<file path="src/rtl/uart_rx_frame_parser.sv">
// uart_rx_frame_parser
// Command-frame controller behind the UART byte receiver. Assembles
// HEAD0 HEAD1 ADDR LEN payload CSUM frames from received bytes, buffers the
// payload and, only when the checksum matches, replays it as sequential
// register writes. Bad, oversized or stalled frames are dropped with a
// frame_err pulse.
//
// Byte interface: the receiver has no ready path. A rising edge on byte_irq
// means one new byte, and byte_data is sampled in that same cycle. A byte
// that lands while a frame is being written out is parked in a one-entry
// hold register and parsed in the first cycle after the write-out ends.
// Write interface: wr_en is a one-cycle strobe per byte with no back-pressure.
// wr_addr/wr_data keep their last values while wr_en is low.
module uart_rx_frame_parser #(
  parameter int          MAX_LEN        = 16,
  parameter logic [31:0] TIMEOUT_CYCLES = 32'd100000,
  parameter logic [7:0]  HEAD0          = 8'h55,
  parameter logic [7:0]  HEAD1          = 8'hAA
) (
  input  logic       clk_100M,
  input  logic       rst_n,
  input  logic [7:0] byte_data,
  input  logic       byte_irq,
  output logic       wr_en,
  output logic [7:0] wr_addr,
  output logic [7:0] wr_data,
  output logic       frame_ok,
  output logic       frame_err,
  output logic       busy
);

  localparam logic [2:0] S_IDLE  = 3'd0;
  localparam logic [2:0] S_H1    = 3'd1;
  localparam logic [2:0] S_ADDR  = 3'd2;
  localparam logic [2:0] S_LEN   = 3'd3;
  localparam logic [2:0] S_DATA  = 3'd4;
  localparam logic [2:0] S_CSUM  = 3'd5;
  localparam logic [2:0] S_FLUSH = 3'd6;

  localparam int          AW        = (MAX_LEN > 1) ? $clog2(MAX_LEN) : 1;
  localparam logic [7:0]  MAX_LEN_B = 8'(MAX_LEN);
  // The counter restarts at 0 in the cycle after a byte, so matching
  // TIMEOUT_CYCLES-2 puts the frame_err pulse exactly TIMEOUT_CYCLES cycles
  // after the last byte.
  localparam logic [31:0] TMO_LAST  = (TIMEOUT_CYCLES > 32'd1) ?
                                      (TIMEOUT_CYCLES - 32'd2) : 32'd0;

  logic [2:0]    state;
  logic          byte_irq_q;
  logic          hold_valid;
  logic [7:0]    hold_data;
  logic [7:0]    addr;
  logic [7:0]    len;
  logic [7:0]    sum;
  logic [7:0]    idx;
  logic [31:0]   tmo_cnt;
  logic [7:0]    buf_mem [MAX_LEN];

  logic          new_byte;
  logic          fire_hold;
  logic          in_valid;
  logic [7:0]    in_byte;
  logic          in_frame;
  logic          tmo_hit;
  logic [AW-1:0] buf_idx;

  assign new_byte  = byte_irq & ~byte_irq_q;
  assign fire_hold = hold_valid & (state != S_FLUSH);
  assign in_valid  = fire_hold | (new_byte & (state != S_FLUSH));
  assign in_byte   = fire_hold ? hold_data : byte_data;
  assign in_frame  = (state != S_IDLE) && (state != S_FLUSH);
  assign tmo_hit   = in_frame & ~in_valid & (tmo_cnt == TMO_LAST);
  assign buf_idx   = idx[AW-1:0];
  assign busy      = (state != S_IDLE);

  // Edge detect on byte_irq and parking of bytes that arrive during write-out.
  always_ff @(posedge clk_100M or negedge rst_n) begin
    if (!rst_n) begin
      byte_irq_q <= 1'b0;
      hold_valid <= 1'b0;
      hold_data  <= 8'h00;
    end else begin
      byte_irq_q <= byte_irq;
      if (new_byte && ((state == S_FLUSH) || fire_hold)) begin
        hold_valid <= 1'b1;
        hold_data  <= byte_data;
      end else if (fire_hold) begin
        hold_valid <= 1'b0;
      end
    end
  end

  // Inter-byte timeout counter, only running while a frame is being received.
  always_ff @(posedge clk_100M or negedge rst_n) begin
    if (!rst_n) begin
      tmo_cnt <= 32'd0;
    end else if (!in_frame || in_valid) begin
      tmo_cnt <= 32'd0;
    end else begin
      tmo_cnt <= tmo_cnt + 32'd1;
    end
  end

  // Payload buffer; never cleared, only overwritten by the next frame.
  always_ff @(posedge clk_100M) begin
    if (in_valid && (state == S_DATA)) begin
      buf_mem[buf_idx] <= in_byte;
    end
  end

  // Frame parser and write-out sequencer with registered outputs.
  always_ff @(posedge clk_100M or negedge rst_n) begin
    if (!rst_n) begin
      state     <= S_IDLE;
      addr      <= 8'h00;
      len       <= 8'h00;
      sum       <= 8'h00;
      idx       <= 8'h00;
      wr_en     <= 1'b0;
      wr_addr   <= 8'h00;
      wr_data   <= 8'h00;
      frame_ok  <= 1'b0;
      frame_err <= 1'b0;
    end else begin
      wr_en     <= 1'b0;
      frame_ok  <= 1'b0;
      frame_err <= 1'b0;
      if (tmo_hit) begin
        frame_err <= 1'b1;
        state     <= S_IDLE;
      end else begin
        case (state)
          S_IDLE: begin
            if (in_valid && (in_byte == HEAD0)) state <= S_H1;
          end
          S_H1: begin
            if (in_valid) begin
              if (in_byte == HEAD1)      state <= S_ADDR;
              else if (in_byte == HEAD0) state <= S_H1;
              else                       state <= S_IDLE;
            end
          end
          S_ADDR: begin
            if (in_valid) begin
              addr  <= in_byte;
              sum   <= in_byte;
              state <= S_LEN;
            end
          end
          S_LEN: begin
            if (in_valid) begin
              len <= in_byte;
              sum <= sum + in_byte;
              idx <= 8'h00;
              if (in_byte > MAX_LEN_B) begin
                frame_err <= 1'b1;
                state     <= S_IDLE;
              end else if (in_byte == 8'h00) begin
                state <= S_CSUM;
              end else begin
                state <= S_DATA;
              end
            end
          end
          S_DATA: begin
            if (in_valid) begin
              sum <= sum + in_byte;
              idx <= idx + 8'd1;
              if ((idx + 8'd1) == len) state <= S_CSUM;
            end
          end
          S_CSUM: begin
            if (in_valid) begin
              if (in_byte == sum) begin
                state <= S_FLUSH;
                // Issue the first write straight away so it appears one
                // cycle after the checksum byte.
                if (len != 8'h00) begin
                  wr_en   <= 1'b1;
                  wr_addr <= addr;
                  wr_data <= buf_mem[0];
                  idx     <= 8'd1;
                end else begin
                  idx <= 8'h00;
                end
              end else begin
                frame_err <= 1'b1;
                state     <= S_IDLE;
              end
            end
          end
          S_FLUSH: begin
            if (idx != len) begin
              wr_en   <= 1'b1;
              wr_addr <= addr + idx;
              wr_data <= buf_mem[buf_idx];
              idx     <= idx + 8'd1;
            end else begin
              frame_ok <= 1'b1;
              state    <= S_IDLE;
            end
          end
          default: state <= S_IDLE;
        endcase
      end
    end
  end

endmodule

</file>
<file path="config.mk">
export PLATFORM = sky130hd
export DESIGN_NAME = uart_rx_frame_parser
export DESIGN_NICKNAME = d
export VERILOG_FILES = /design/src/rtl/uart_rx_frame_parser.sv
export SDC_FILE = /design/constraint.sdc
export NUM_CORES = 1
export LEC_CHECK = 0
export CORE_MARGIN = 2
export CORE_UTILIZATION = 45
export CTS_CLUSTER_DIAMETER = 150
export DETAILED_ROUTE_END_ITERATION = 12
export HOLD_SLACK_MARGIN = 0.05
export PLACE_DENSITY = 0.68
export SYNTH_ARGS = -nofsm -noshare
export SYNTH_HDL_FRONTEND = slang
export SYNTH_SLANG_ARGS = --single-unit
</file>
<file path="constraint.sdc">
create_clock -name clk_100M -period 8.9 [get_ports clk_100M]
set_input_delay 1.335 -clock clk_100M [delete_from_list [all_inputs] [get_ports clk_100M]]
set_output_delay 1.335 -clock clk_100M [all_outputs]
set_load 0.05 [all_outputs]
</file>
==> flow_summary.html <==
<table>
<tr><th>Metric</th><th>Value</th></tr>
<tr><th colspan="2">Status</th></tr>
<tr><td>Result of the run</td><td>complete, no violations</td></tr>
<tr><th colspan="2">Power and ir drop</th></tr>
<tr><td>Power Density</td><td>190 mW/mm^2</td></tr>
<tr><td>Cell-internal power</td><td>1.75 mW</td></tr>
<tr><td>Switching Share</td><td>23.0%</td></tr>
<tr><td>Net Sw Power</td><td>0.521 mW</td></tr>
<tr><td>Maximum VDD drop</td><td>0.000133 V</td></tr>
<tr><td>Share of power burned in the clock network</td><td>42.6%</td></tr>
<tr><td>Logic pwr share</td><td>7.3%</td></tr>
<tr><td>Cell leakage power</td><td>4.50 nW</td></tr>
<tr><td>Fraction of power consumed by sequential logic</td><td>50.1%</td></tr>
<tr><th colspan="2">Die</th></tr>
<tr><td>Standard-cell rows</td><td>56</td></tr>
<tr><td>Core box area</td><td>0.0233 mm^2</td></tr>
<tr><td>Chip Height</td><td>157 um</td></tr>
<tr><td>Die area</td><td>0.0248 mm^2</td></tr>
<tr><td>Starting utilization of the core area</td><td>45.4%</td></tr>
<tr><td>Top-level I/O count</td><td>31</td></tr>
<tr><td>Horizontal die dimension</td><td>157 um</td></tr>
<tr><th colspan="2">STA</th></tr>
<tr><td>Worst-Margin Slew</td><td>1180 ps</td></tr>
<tr><td>Final-layout worst hold slack</td><td>480 ps</td></tr>
<tr><td>Final sum of negative setup slack</td><td>0 ps</td></tr>
<tr><td>Fin. Hold Viols</td><td>0</td></tr>
<tr><td>Final Critical Period</td><td>4930 ps</td></tr>
<tr><td>Setup repair after global routing missed its margin</td><td>false</td></tr>
<tr><td>Achievable Freq</td><td>203 MHz</td></tr>
<tr><td>Total setup violations reported at the end of the flow</td><td>0</td></tr>
<tr><td>Worst setup skew after layout</td><td>22.0 ps</td></tr>
<tr><td>Portion of the clock cycle consumed by the worst path in the final layout</td><td>55.4%</td></tr>
<tr><td>Fin. max-slew vios</td><td>0</td></tr>
<tr><td>Relative max-transition margin</td><td>21.4%</td></tr>
<tr><th colspan="2">Finish</th></tr>
<tr><td>Final standard cell area without fillers</td><td>0.0120 mm^2</td></tr>
<tr><td>Fraction of layout cells with a size suffix above 1</td><td>12.1%</td></tr>
<tr><td>Number of inserted filler cells in the final layout</td><td>1,999</td></tr>
<tr><td>Area growth from synthesis to layout</td><td>12.8%</td></tr>
<tr><td>Number of nets in the finished design</td><td>890</td></tr>
<tr><td>Diode insertion count for antenna repair</td><td>0</td></tr>
<tr><td>Post-layout instance count excluding filler cells</td><td>1,194</td></tr>
<tr><th colspan="2">Hold path</th></tr>
<tr><td>Class of the tightest hold or removal check</td><td>register to register</td></tr>
<tr><th colspan="2">Route</th></tr>
<tr><td>First-pass DRT Iterations</td><td>8</td></tr>
<tr><td>DR vias/cell</td><td>5.51</td></tr>
<tr><td>Total length of routed wires</td><td>22,100 um</td></tr>
<tr><td>Total vias in the final route</td><td>6,578</td></tr>
<tr><td>Count of nets left with antenna violations after detail routing</td><td>0</td></tr>
<tr><td>DR DRC count</td><td>0</td></tr>
<tr><td>Number of DRC markers after the initial detailed-route iteration</td><td>500</td></tr>
<tr><td>Detailed-route wire length per cell</td><td>18.5 um</td></tr>
<tr><th colspan="2">Setup path</th></tr>
<tr><td>Crit path DAT</td><td>5270 ps</td></tr>
<tr><td>Required time of the critical path</td><td>9240 ps</td></tr>
<tr><td>Maximum single-stage delay on the critical path</td><td>710 ps</td></tr>
<tr><td>Sort of element at the start of the critical path</td><td>input pin</td></tr>
<tr><td>Maximum fanout along the worst path</td><td>32</td></tr>
<tr><td>Setup slack of the most critical reg-to-reg path</td><td>4160 ps</td></tr>
<tr><td>Critical-path cell with the highest stage delay</td><td>a41oi_2</td></tr>
<tr><td>Kind of end point of the critical path</td><td>register</td></tr>
<tr><td>Cells along the critical path</td><td>clkdlybuf4s50_1, nand4b_1, o211a_1, inv_1, ha_1, or4_1, nor3_1, a41oi_2, a2111oi_0, a21oi_1</td></tr>
<tr><td>WS Path Type</td><td>input pin to register</td></tr>
<tr><th colspan="2">Clock tree</th></tr>
<tr><td>Post-cts gate resize count</td><td>0</td></tr>
<tr><td>TritonCTS clock tree</td><td>done</td></tr>
<tr><td>Number of levels the H-tree was split into</td><td>1</td></tr>
<tr><td>Clk pin slew, worst setup/hold paths</td><td>60 ps</td></tr>
<tr><td>Clock buffer depth</td><td>3</td></tr>
<tr><td>CTS Buf Count</td><td>23</td></tr>
<tr><td>Cell at the root of the clock tree</td><td>clkbuf_16</td></tr>
<tr><td>Clock latency of the later-clocked register in the worst-skew pair</td><td>520 ps</td></tr>
<tr><td>Count of clock tree sinks</td><td>224</td></tr>
<tr><td>Post-CTS repair timing setup buffer count</td><td>0</td></tr>
<tr><td>Hold-fix buffers, CTS</td><td>0</td></tr>
<tr><th colspan="2">Global routing</th></tr>
<tr><td>Vias in the first global route</td><td>6,305</td></tr>
<tr><td>Wire length of the first global-routing pass</td><td>35,600 um</td></tr>
<tr><td>Largest net degree at the start of global routing</td><td>69</td></tr>
<tr><td>Antenna violations before repair</td><td>0</td></tr>
<tr><td>Total track usage</td><td>18.5%</td></tr>
<tr><td>Total overflow reported by the global router</td><td>0</td></tr>
<tr><th colspan="2">Job</th></tr>
<tr><td>Max Cap Violations</td><td>0</td></tr>
<tr><th colspan="2">Yosys</th></tr>
<tr><td>Synth Warn #</td><td>0</td></tr>
<tr><td>Number of cells produced by synthesis</td><td>832</td></tr>
<tr><td>#FFs+latches synth</td><td>224</td></tr>
<tr><td>Most common flop cell mapped by yosys</td><td>edfxtp_1</td></tr>
<tr><td>Mapped Area</td><td>0.0106 mm^2</td></tr>
<tr><td>Proportion of synthesized flip-flops having asynchronous set or reset</td><td>42.9%</td></tr>
<tr><td>Number of different library cells in the post-synthesis netlist</td><td>59</td></tr>
<tr><td>Portion of the post-synthesis area used by sequential elements</td><td>58.9%</td></tr>
<tr><td>Count of flip-flops with a built-in enable after synthesis</td><td>128</td></tr>
<tr><td>Post-synthesis net count</td><td>864</td></tr>
<tr><td>Synthesized area per cell</td><td>12.7 um^2</td></tr>
<tr><th colspan="2">Placement</th></tr>
<tr><td>Routability Congestion</td><td>0.836</td></tr>
<tr><td>DPL Wire Length</td><td>14,500 um</td></tr>
<tr><td>Placed instance count</td><td>1,152</td></tr>
<tr><td>Cell Area, Placed</td><td>0.0112 mm^2</td></tr>
<tr><td>Port Buffer Count</td><td>30</td></tr>
</table>
-- cells in the mapped netlist, types with 4 or more instances --
| cell | number | area (um^2) |
|---|---|---|
| edfxtp_1 | 128 | 3840 |
| dfrtp_1 | 96 | 2400 |
| nand2_1 | 80 | 300 |
| nor2_1 | 73 | 274 |
| o21ai_0 | 57 | 285 |
| mux4_2 | 40 | 901 |
| inv_1 | 36 | 135 |
| a21oi_1 | 26 | 130 |
| xnor2_1 | 25 | 219 |
| xor2_1 | 25 | 219 |
| clkbuf_1 | 23 | 86.3 |
| nand3_1 | 22 | 110 |
| ha_1 | 19 | 238 |
| nor3_1 | 14 | 70.1 |
| mux2i_1 | 13 | 130 |
| mux2_2 | 11 | 124 |
| nand2b_1 | 11 | 68.8 |
| and3_1 | 10 | 62.6 |
| nand4_1 | 10 | 62.6 |
| nand4b_1 | 9 | 78.8 |
| a31oi_1 | 7 | 43.8 |
| buf_1 | 7 | 26.3 |
| o211a_1 | 7 | 70.1 |
| and4_1 | 6 | 52.6 |
| nor2b_1 | 6 | 37.5 |
| nor4_1 | 6 | 37.5 |
| or3_1 | 6 | 37.5 |
| nor4b_1 | 5 | 43.8 |
| buf_2 | 4 | 20.0 |
| buf_6 | 4 | 45.0 |
-- critical path, delay by kind of cell --
| kind | cells | cell delay, ps |
|---|---|---|
| AO/OA/AOI/OAI | 4 | 1630 |
| adder cells (fa/ha/maj) | 1 | 340 |
| buffers and inverters | 2 | 930 |
| AND/OR/NAND/NOR | 3 | 1040 |
-- registers in the layout, indices dropped and copies added (netlist names), 3 cells and up --
signal,cells
tmo_cnt,32
addr,8
hold_data,8
sum,8
wr_addr,8
wr_data,8
len,8
state,3
buf_mem,128
idx,8
-- final cells by class --
| cell class | instances | area, um^2 | share of cell area, % |
|---|---|---|---|
| multi-input combinational | 534 | 4050 | 33.9 |
| sequential | 224 | 6250 | 52.3 |
| timing repair buffer | 39 | 365 | 3.06 |
| clock inverter | 14 | 153 | 1.28 |
| clock buffer | 28 | 604 | 5.06 |
| inverter | 36 | 135 | 1.13 |
| tap | 319 | 399 | 3.34 |
-- power by group through the flow --
| stage | combinational [mW] | sequential, mW | clock (mW) |
|---|---|---|---|
| after floorplan | 0.128 | 1.15 | 0 |
| after global placement | 0.165 | 1.16 | 0 |
| after detailed placement | 0.167 | 1.16 | 0 |
| after CTS | 0.168 | 1.14 | 0.983 |
| after global routing | 0.186 | 1.14 | 1.02 |
| final | 0.166 | 1.14 | 0.965 |
-- path summary, 6_finish.rpt --
kind / end / cells past startpoint / from
min reg2reg: wr_addr[5]$_DFFE_PN0P_ / 2 / wr_addr[5]$_DFFE_PN0P_
max in group asynchronous: idx[0]$_DFFE_PN0P_ / 2 / rst_n
min: wr_addr[5]$_DFFE_PN0P_ / 2 / wr_addr[5]$_DFFE_PN0P_
max: wr_addr[6]$_DFFE_PN0P_ / 10 / byte_data[1]
min in group asynchronous: tmo_cnt[9]$_DFF_PN0_ / 1 / rst_n
max reg2reg: wr_addr[6]$_DFFE_PN0P_ / 10 / state[2]$_DFFE_PN0P_
-- cells in the final DEF (no fill, tap or decap), types with 11 or more instances in the layout --
cell type,instances
edfxtp_1,128
dfrtp_1,95
nor2_1,73
o21ai_0,57
a21oi_1,26
xor2_1,25
clkdlybuf4s50_1,29
inv_1,36
nand2_1,80
mux2_2,11
nor3_1,14
mux2i_1,13
clkbuf_16,23
xnor2_1,25
mux4_2,40
ha_1,19
nand3_1,22
nand2b_1,11
-- per-stage QoR --
step / worst slack, ps / power (mW) / util, %
final: 3970 / 2.27 / 51.2
after global placement: 3550 / 1.32 / 48.0
after global routing: 3610 / 2.35 / 51.2
after floorplan: 5090 / 1.27 / -
after CTS: 4000 / 2.29 / 51.2
after detailed placement: 3470 / 1.32 / 48.0
-- logic make-up (layout without fill, tap and decap cells) --
| kind of cell | Yosys count | in the layout | synth area share (%) |
|---|---|---|---|
| adder cells (fa/ha/maj) | 21 | 21 | 2.62 |
| AO/OA/AOI/OAI | 124 | 124 | 7.41 |
| multiplexers | 64 | 64 | 10.9 |
| buffers and inverters | 74 | 117 | 2.95 |
| XOR/XNOR | 50 | 50 | 4.13 |
| flip-flops | 224 | 224 | 58.9 |
| AND/OR/NAND/NOR | 275 | 275 | 13.1 |
-- per-layer routing --
metal	GRT usage, %	wire, um
met3	2.23	1080
met1	28.0	10400
met2	29.0	10300
met5	0	0
met4	3.94	309
Note: power is estimated with default switching activity, not from simulation.
